--- config.mk ---
export PLATFORM = sky130hd
export DESIGN_NAME = aes_req_arbiter
export DESIGN_NICKNAME = d
export VERILOG_FILES = /design/src/rtl/aes_req_arbiter.sv
export SDC_FILE = /design/constraint.sdc
export NUM_CORES = 1
export LEC_CHECK = 0
export ABC_AREA = 1
export ABC_CLOCK_PERIOD_IN_PS = 5700
export BUFFER_PORTS_ARGS = -buffer_cell sky130_fd_sc_hd__clkbuf_2
export CAP_MARGIN = 10
export CORE_AREA = 2 2 608 610
export CTS_CLUSTER_SIZE = 10
export DETAILED_ROUTE_END_ITERATION = 7
export DIE_AREA = 0 0 610 612
export PLACE_DENSITY_LB_ADDON = 0.12
export SYNTH_ARGS = -nofsm -noshare
export SYNTH_HDL_FRONTEND = slang
export SYNTH_SLANG_ARGS = --single-unit
--- constraint.sdc ---
create_clock -name clk -period 5.7 [get_ports clk]
set_input_delay 0.57 -clock clk [delete_from_list [all_inputs] [get_ports clk]]
set_output_delay 0.57 -clock clk [all_outputs]
set_load 0.02 [all_outputs]
--- src/rtl/aes_req_arbiter.sv ---
// aes_req_arbiter
// Round-robin front end that shares one iterative AES-128 core among N_REQ
// requesters. One job is in flight at a time. The core's fixed 11-cycle
// latency is tracked locally. Results return through a 2-entry response FIFO,
// tagged with the ID of the requester that issued them.
module aes_req_arbiter #(
    parameter int N_REQ = 4,
    parameter int ID_W  = $clog2(N_REQ)
) (
    input  logic                 clk,
    input  logic                 resetn,
    input  logic [N_REQ-1:0]     req_valid,
    output logic [N_REQ-1:0]     req_ready,
    input  logic [N_REQ*128-1:0] req_data,
    input  logic [N_REQ*128-1:0] req_key,
    output logic                 aes_valid_o,
    output logic [127:0]         aes_data_o,
    output logic [127:0]         aes_key_o,
    input  logic                 aes_res_valid_i,
    input  logic [127:0]         aes_res_i,
    output logic                 rsp_valid,
    input  logic                 rsp_ready,
    output logic [127:0]         rsp_data,
    output logic [ID_W-1:0]      rsp_id,
    output logic                 busy_o,
    output logic                 err_o
);

    // Count value on the cycle the core presents its result.
    localparam logic [3:0] LAST_CNT = 4'd11;

    typedef enum logic {
        IDLE = 1'b0,
        RUN  = 1'b1
    } state_t;

    state_t          state_reg;
    state_t          state_next;
    logic [3:0]      cnt_reg;
    logic [ID_W-1:0] rr_ptr_reg;
    logic [ID_W-1:0] launch_id_reg;
    logic            err_reg;

    logic [127:0]    data_arr [N_REQ];
    logic [127:0]    key_arr  [N_REQ];

    logic            grant_found;
    logic [ID_W-1:0] grant_idx;
    int              cand;
    logic            launch;
    logic            done_cycle;

    logic [127:0]    fifo_data_reg [2];
    logic [ID_W-1:0] fifo_id_reg   [2];
    logic            wr_ptr_reg;
    logic            rd_ptr_reg;
    logic [1:0]      fifo_cnt_reg;
    logic            push;
    logic            pop;

    // Unpack the flat per-requester buses into indexable arrays.
    genvar gi;
    generate
        for (gi = 0; gi < N_REQ; gi++) begin : g_unpack
            assign data_arr[gi] = req_data[gi*128 +: 128];
            assign key_arr[gi]  = req_key[gi*128 +: 128];
        end
    endgenerate

    // Find the first valid requester at or after rr_ptr, wrapping around.
    always_comb begin
        grant_found = 1'b0;
        grant_idx   = '0;
        cand        = 0;
        for (int i = 0; i < N_REQ; i++) begin
            cand = int'(rr_ptr_reg) + i;
            if (cand >= N_REQ) begin
                cand = cand - N_REQ;
            end
            if (!grant_found && req_valid[ID_W'(cand)]) begin
                grant_found = 1'b1;
                grant_idx   = ID_W'(cand);
            end
        end
    end

    // A launch needs the core idle and FIFO room based on the registered count.
    // The result arrives on done_cycle.
    assign launch     = (state_reg == IDLE) && grant_found && (fifo_cnt_reg != 2'd2);
    assign done_cycle = (state_reg == RUN) && (cnt_reg == LAST_CNT);
    assign push       = done_cycle && aes_res_valid_i;
    assign pop        = (fifo_cnt_reg != 2'd0) && rsp_ready;

    // FSM state register.
    always_ff @(posedge clk) begin
        if (!resetn) begin
            state_reg <= IDLE;
        end else begin
            state_reg <= state_next;
        end
    end

    // FSM next-state logic. RUN always lasts exactly until the result cycle.
    always_comb begin
        state_next = state_reg;
        case (state_reg)
            IDLE:    if (launch)     state_next = RUN;
            RUN:     if (done_cycle) state_next = IDLE;
            default: state_next = IDLE;
        endcase
    end

    // FSM outputs. The core and the granted requester see the launch in the same cycle.
    always_comb begin
        req_ready   = '0;
        aes_valid_o = 1'b0;
        aes_data_o  = '0;
        aes_key_o   = '0;
        if (launch) begin
            req_ready[grant_idx] = 1'b1;
            aes_valid_o          = 1'b1;
            aes_data_o           = data_arr[grant_idx];
            aes_key_o            = key_arr[grant_idx];
        end
    end

    assign busy_o = (state_reg == RUN);

    // Latency counter, round-robin pointer and in-flight job ID.
    always_ff @(posedge clk) begin
        if (!resetn) begin
            cnt_reg       <= '0;
            rr_ptr_reg    <= '0;
            launch_id_reg <= '0;
        end else if (launch) begin
            cnt_reg       <= 4'd1;
            launch_id_reg <= grant_idx;
            rr_ptr_reg    <= (grant_idx == ID_W'(N_REQ - 1)) ? '0 : grant_idx + ID_W'(1);
        end else if (state_reg == RUN) begin
            cnt_reg <= done_cycle ? 4'd0 : cnt_reg + 4'd1;
        end
    end

    // Sticky protocol error: the result is missing on the done cycle, or it arrives on any other cycle.
    always_ff @(posedge clk) begin
        if (!resetn) begin
            err_reg <= 1'b0;
        end else if (aes_res_valid_i != done_cycle) begin
            err_reg <= 1'b1;
        end
    end

    assign err_o = err_reg;

    // Response FIFO storage. A push always has room because only one job is in flight.
    always_ff @(posedge clk) begin
        if (!resetn) begin
            for (int i = 0; i < 2; i++) begin
                fifo_data_reg[i] <= '0;
                fifo_id_reg[i]   <= '0;
            end
        end else if (push) begin
            fifo_data_reg[wr_ptr_reg] <= aes_res_i;
            fifo_id_reg[wr_ptr_reg]   <= launch_id_reg;
        end
    end

    // FIFO pointers and occupancy. A push and a pop in the same cycle cancel out.
    always_ff @(posedge clk) begin
        if (!resetn) begin
            wr_ptr_reg   <= 1'b0;
            rd_ptr_reg   <= 1'b0;
            fifo_cnt_reg <= 2'd0;
        end else begin
            if (push) wr_ptr_reg <= ~wr_ptr_reg;
            if (pop)  rd_ptr_reg <= ~rd_ptr_reg;
            case ({push, pop})
                2'b10:   fifo_cnt_reg <= fifo_cnt_reg + 2'd1;
                2'b01:   fifo_cnt_reg <= fifo_cnt_reg - 2'd1;
                default: fifo_cnt_reg <= fifo_cnt_reg;
            endcase
        end
    end

    assign rsp_valid = (fifo_cnt_reg != 2'd0);
    assign rsp_data  = fifo_data_reg[rd_ptr_reg];
    assign rsp_id    = fifo_id_reg[rd_ptr_reg];

endmodule

# Word level (Yosys, flattened, before mapping)
# Memory sizes are Yosys's and may differ from the RTL's. A register that Yosys moved wholly into a read port is not among the register bits.
# Index checks and enable logic that the tools add are counted.
# word_totals
reg_bits	14
ramBits	260
inputBits	1160
elab_cells	119
memories	2
# mem_list
memory	words	width	read_ports	rd_ports_with_merged_regs	wr	line	text
fifo_data_reg	2	128	1	1	2	53	logic [127:0] fifo_data_reg [2];
fifo_id_reg	2	2	1	1	2	54	logic [ID_W-1:0] fifo_id_reg [2];
# op_classes
add_sub_neg	11
order_cmp	11
eq_ne	6
mux	57
bitwise_logic	5
reduce_logical	18
# ops
operator	count
$mux W128	7
$bmux W128 S2	2
$reduce_or A128 Y1	1
$mux W1	29
$mux W2	10
$lt A2 B4 Y1 const B	4
$ge A3 B3 Y1 const B	4
$sub A2 B1 Y2 const B	5
$logic_and A1 B1 Y1	9
$bmux W1 S2	4
$mux W4	2
$add A2 B2 Y3 const B	2
$reduce_bool A2 Y1	3
$add A2 B1 Y2 const B	2
$add A4 B1 Y4 const B	1
$eq A2 B2 Y1 const B	2
$eq A4 B4 Y1 const B	1
$not A1 Y1	4
$pmux W2 S2	1
$reduce_or A2 Y1	2
$add A2 B1 Y3 const B	1
$ge A2 B3 Y1 const B	1
$logic_not A1 Y1	3
$lt A2 B3 Y1 const B	1
7 further kinds	7

# Logic depth before layout (Yosys ltp)
# depth
depth_word	20
ltp_mapped	16
ltp_nobuf	13

# Worst setup path after synthesis
# Ideal clock, no wire load.
# synth_timing
path_kind	flip-flop to flip-flop
startpoint	register cnt_reg[0]
endpoint	memory fifo_data_reg[0][0] (enable)
arrival_time_ns	3.816
t_required_ns	4.577
setup_slack_ns	0.761
stages_incl_launch_ff	11
path_buffers	2
period_less_slack_ns	4.939
path_cell_list	dfxtp_1 > ha_1 > nand2_1 > nor3_1 > ha_1 > inv_1 > nor2_1 > nand2_1 > clkbuf_1 > clkbuf_1 > nand2_1
# synth_rtl
element	line	text
start, declared	39	logic [3:0] cnt_reg;
start signal, assigned	140	cnt_reg <= done_cycle ? 4'd0 : cnt_reg + 4'd1;
end, declared	53	

# Worst setup path in the final report
# layout_timing
startpoint	register rr_ptr_reg[0]
endpoint	output port aes_key_o[40]
# layout_via
elab_chain_cells	20
word_cells_on_any_way	48
# layout_rtl
element	line	text
start, declared	40	logic [ID_W-1:0] rr_ptr_reg;
start signal, assigned	138	rr_ptr_reg <= (grant_idx == ID_W'(N_REQ - 1)) ? '0 : grant_idx + ID_W'(1);
parallel branches: the longest is 19 deep, another holds $add A2 B1 Y3	--	
$mux W128 (*)	119	if (launch) begin
end, declared	18	output logic [127:0] aes_key_o,
# Mark *: on every way between the ends. The select of a mux whose other input is x is not followed.

==> impl_results.md <==
* Status: finished clean
* Critical path's largest stage delay at 830 ps
* Most used cell, CP: nand2_1
* Drc violations at 0
* WL final at 301 mm
* Fin crit period at just over 5000 ps
* Largest net degree at the start of global routing at ~130
* IO Pins at about 1600
* First-pass GRT wire length at around 380 mm
* Core area at between 300000 and 400000 um^2
* Port bufs at between 1500 and 2000
* Clock sinks at 275
* Tcrit/Tclk final at 89.0%
* Worst slew pin tran at roughly 1000 ps
* CTS resizes at 0
* Switching Share at 64.3%
* Die area at about 370000 um^2
* Setup Fix Bufs, Post-CTS at 0
* P&R area growth vs syn at 55.2%
* DIE WIDTH at 610 um
* Area of the mapped netlist at 26300 um^2
* Seq pwr share at 9.9%
* RSZ-0062 raised after global routing: no
* Max Freq at 0.197 GHz
* CTS tree: built
* Crit path max fanout at 38
* Number of iterations in the first detailed-routing pass at 5
* Leak at 21.7 nW
* Critical Path AT at about 4500 ps
* Pint at 0.00834 W
* Fin cells at 10400
* Endpoints failing setup at 0
* Max reg flops at approximately 260
* Synthesized area per cell at 6.42 um^2
* Slowest cell on crit path: a21oi_1
* WHS Path Cells at 3
* Fraction of layout cells with a size suffix above 1 at 33.7%
* Unique cell type count in the Yosys netlist at 26
* Setup Crit Path Kind: register to output pin
* Max-Cap Viols at 0
* R2R setup slack at 1990 ps
* Comb pwr share at ~80%
* Worst-case reg-to-reg path depth at 11
* WL per Instance at 29.1 um
* Worst path required time at 5130 ps
* Final hold violations at 0
* Initial DRC count at 2364
* Hold crit path type: input pin to register
* Syn Inst Count at 4101
* Startpoint types: register
* Placed insts at 10200
* Hold_buf cts at 0
* Skew final at 28.3 ps
* Synth warn at 0
* Total CTS buffers at 37
* Clock buffer depth at 3
* Gr usage total at 15.4%
* Root Buffer: clkbuf_16
* DP Wirelength at 258 mm
* H-tree depth at 2
* Sequential area share after synthesis at 30.8%
* Starting Density at 7.17%
* Worst-Skew Late Latency at 560 ps
* Flops & latches, synth at between 200 and 300
* Power Density at 571 nW/um^2
* Crit end category: output pin
* Clock transition at path regs at 70 ps
* DIE HEIGHT at 612 um
* Via count at ~35000
* Vias/cell at 3.38
* P_sw at 0.0150 W
* Total power at 0.0233 W
* Vias in the first global route at 35600
* Hold EP: fifo_data_reg[1][6]
* Placer congestion estimate at approximately 0.93
* Final setup TNS at 0 ps
* Reg2reg end: rr_ptr_reg[0]
* Clock group share of total power at 9.4%
* Cell row count at 223
* Launch point of the worst hold path: aes_res_i[6]
* Layout Nets at 6601
* Launch point of the worst reg-to-reg path: rr_ptr_reg[0]
* Synth Net Count at roughly 5300
* Initial antenna violation count at 238
* Worst-path cell chain: inv_4 -> nand2_1 -> nand2_1 -> nand2_1 -> nand2_1 -> nor2_4 -> nand3_1 -> nand3_1 -> nand2_8 -> inv_8 -> nand3_1 -> a21oi_1 -> clkbuf_2
* Peak VDD IR at 0.000356 V
* Post-route ant nets at 0
* Total grt overflow at 0
* Slew margin rel. at 31.8%
* Max Slew Vio Count at 0
cells by family after synthesis:
family | synth area share (%)
and+or+nand+nor | 34.2
buffers and inverters | 23.8
AOI/OAI and AO/OA | 5.34
DFF | 30.8
muxes | 5.56
adders and majority gates | 0.333
routing by layer:
metal / vias up / GRT usage [%] / share of wire (%) / wire, um
li1: 15800 / - / - / -
met1: 17200 / 18.0 / 39 / 118000
met2: 1554 / 28.0 / 50 / 150000
met3: 428 / 4.70 / 8.4 / 25300
met4: 104 / 2.02 / 2.3 / 6790
met5: - / 0 / 0.23 / 682
synthesized netlist by cell type (all sizes together):
master     n  area (um^2)
nor2     271         1020
o211ai     1         7.51
dfxtp     15          300
nand3    524         2630
a211oi     2         15.0
o22ai      1         6.26
a21oi    266         1330
clkbuf   161          604
nand4    513         3210
o21ai      9         45.0
mux2     130         1460
ha         7         87.6
buf      194         1220
inv     1181         4440
edfxtp   260         7810
nor3       1         5.00
nor4       2         12.5
nand2    563         2120
layout by cell type, fill, tap and decap left out, types with 75 or more instances in the layout:
cell and instances:
mux2_2 130, clkbuf_2 1548, inv_1 1178, nand2_1 556, nand3_1 520, nor2_1 270
a21oi_1 266, edfxtp_1 260, nand4_1 513, diode_2 75
worst max path at each step:
stage,end,start,cells after the start
after floorplan,fifo_data_reg[0][0],cnt_reg[0],10
after global placement,aes_key_o[122],req_valid[0],17
after detailed placement,aes_key_o[122],req_valid[0],17
after CTS,aes_key_o[122],rr_ptr_reg[0],16
after global routing,aes_key_o[122],rr_ptr_reg[0],16
final,aes_key_o[40],rr_ptr_reg[0],13
power by group through the flow:
stage          clock [W]  combinational [W]  sequential [W]
3_5_place_dp           0             0.0194         0.00236
6_report         0.00219             0.0188         0.00232
5_1_grt          0.00238             0.0203         0.00233
4_1_cts          0.00233             0.0194         0.00232
2_1_floorplan          0             0.0106         0.00235
3_3_place_gp           0             0.0195         0.00236
cell type report:
cell class                 instances  area, um^2
tap                             4837        6050
clock inverter                    12        93.8
inverter                        1181        4440
sequential                       275        8110
antenna                           75         188
multi-input combinational       2290       12100
clock buffer                      48         967
fill                           43600      326000
timing repair buffer            1649        8960
stage by stage:
stage	util [%]	worst slack (ps)	instance area [um^2]	hold slack, ps
5_1_grt	11.1	303	40700	298
4_1_cts	11.1	375	40700	248
6_report	11.1	625	40900	319
3_3_place_gp	10.8	849	39600	430
3_5_place_dp	10.8	1030	39600	441
2_1_floorplan	-	761	26300	425
critical path, delay by kind of cell, from the launching register on:
kind | cells | cell delay (ps)
and+or+nand+nor | 9 | 1440
buffers and inverters | 3 | 850
AOI/OAI and AO/OA | 1 | 830
DFF | 1 | 660
(Power assumes the default switching activity.)
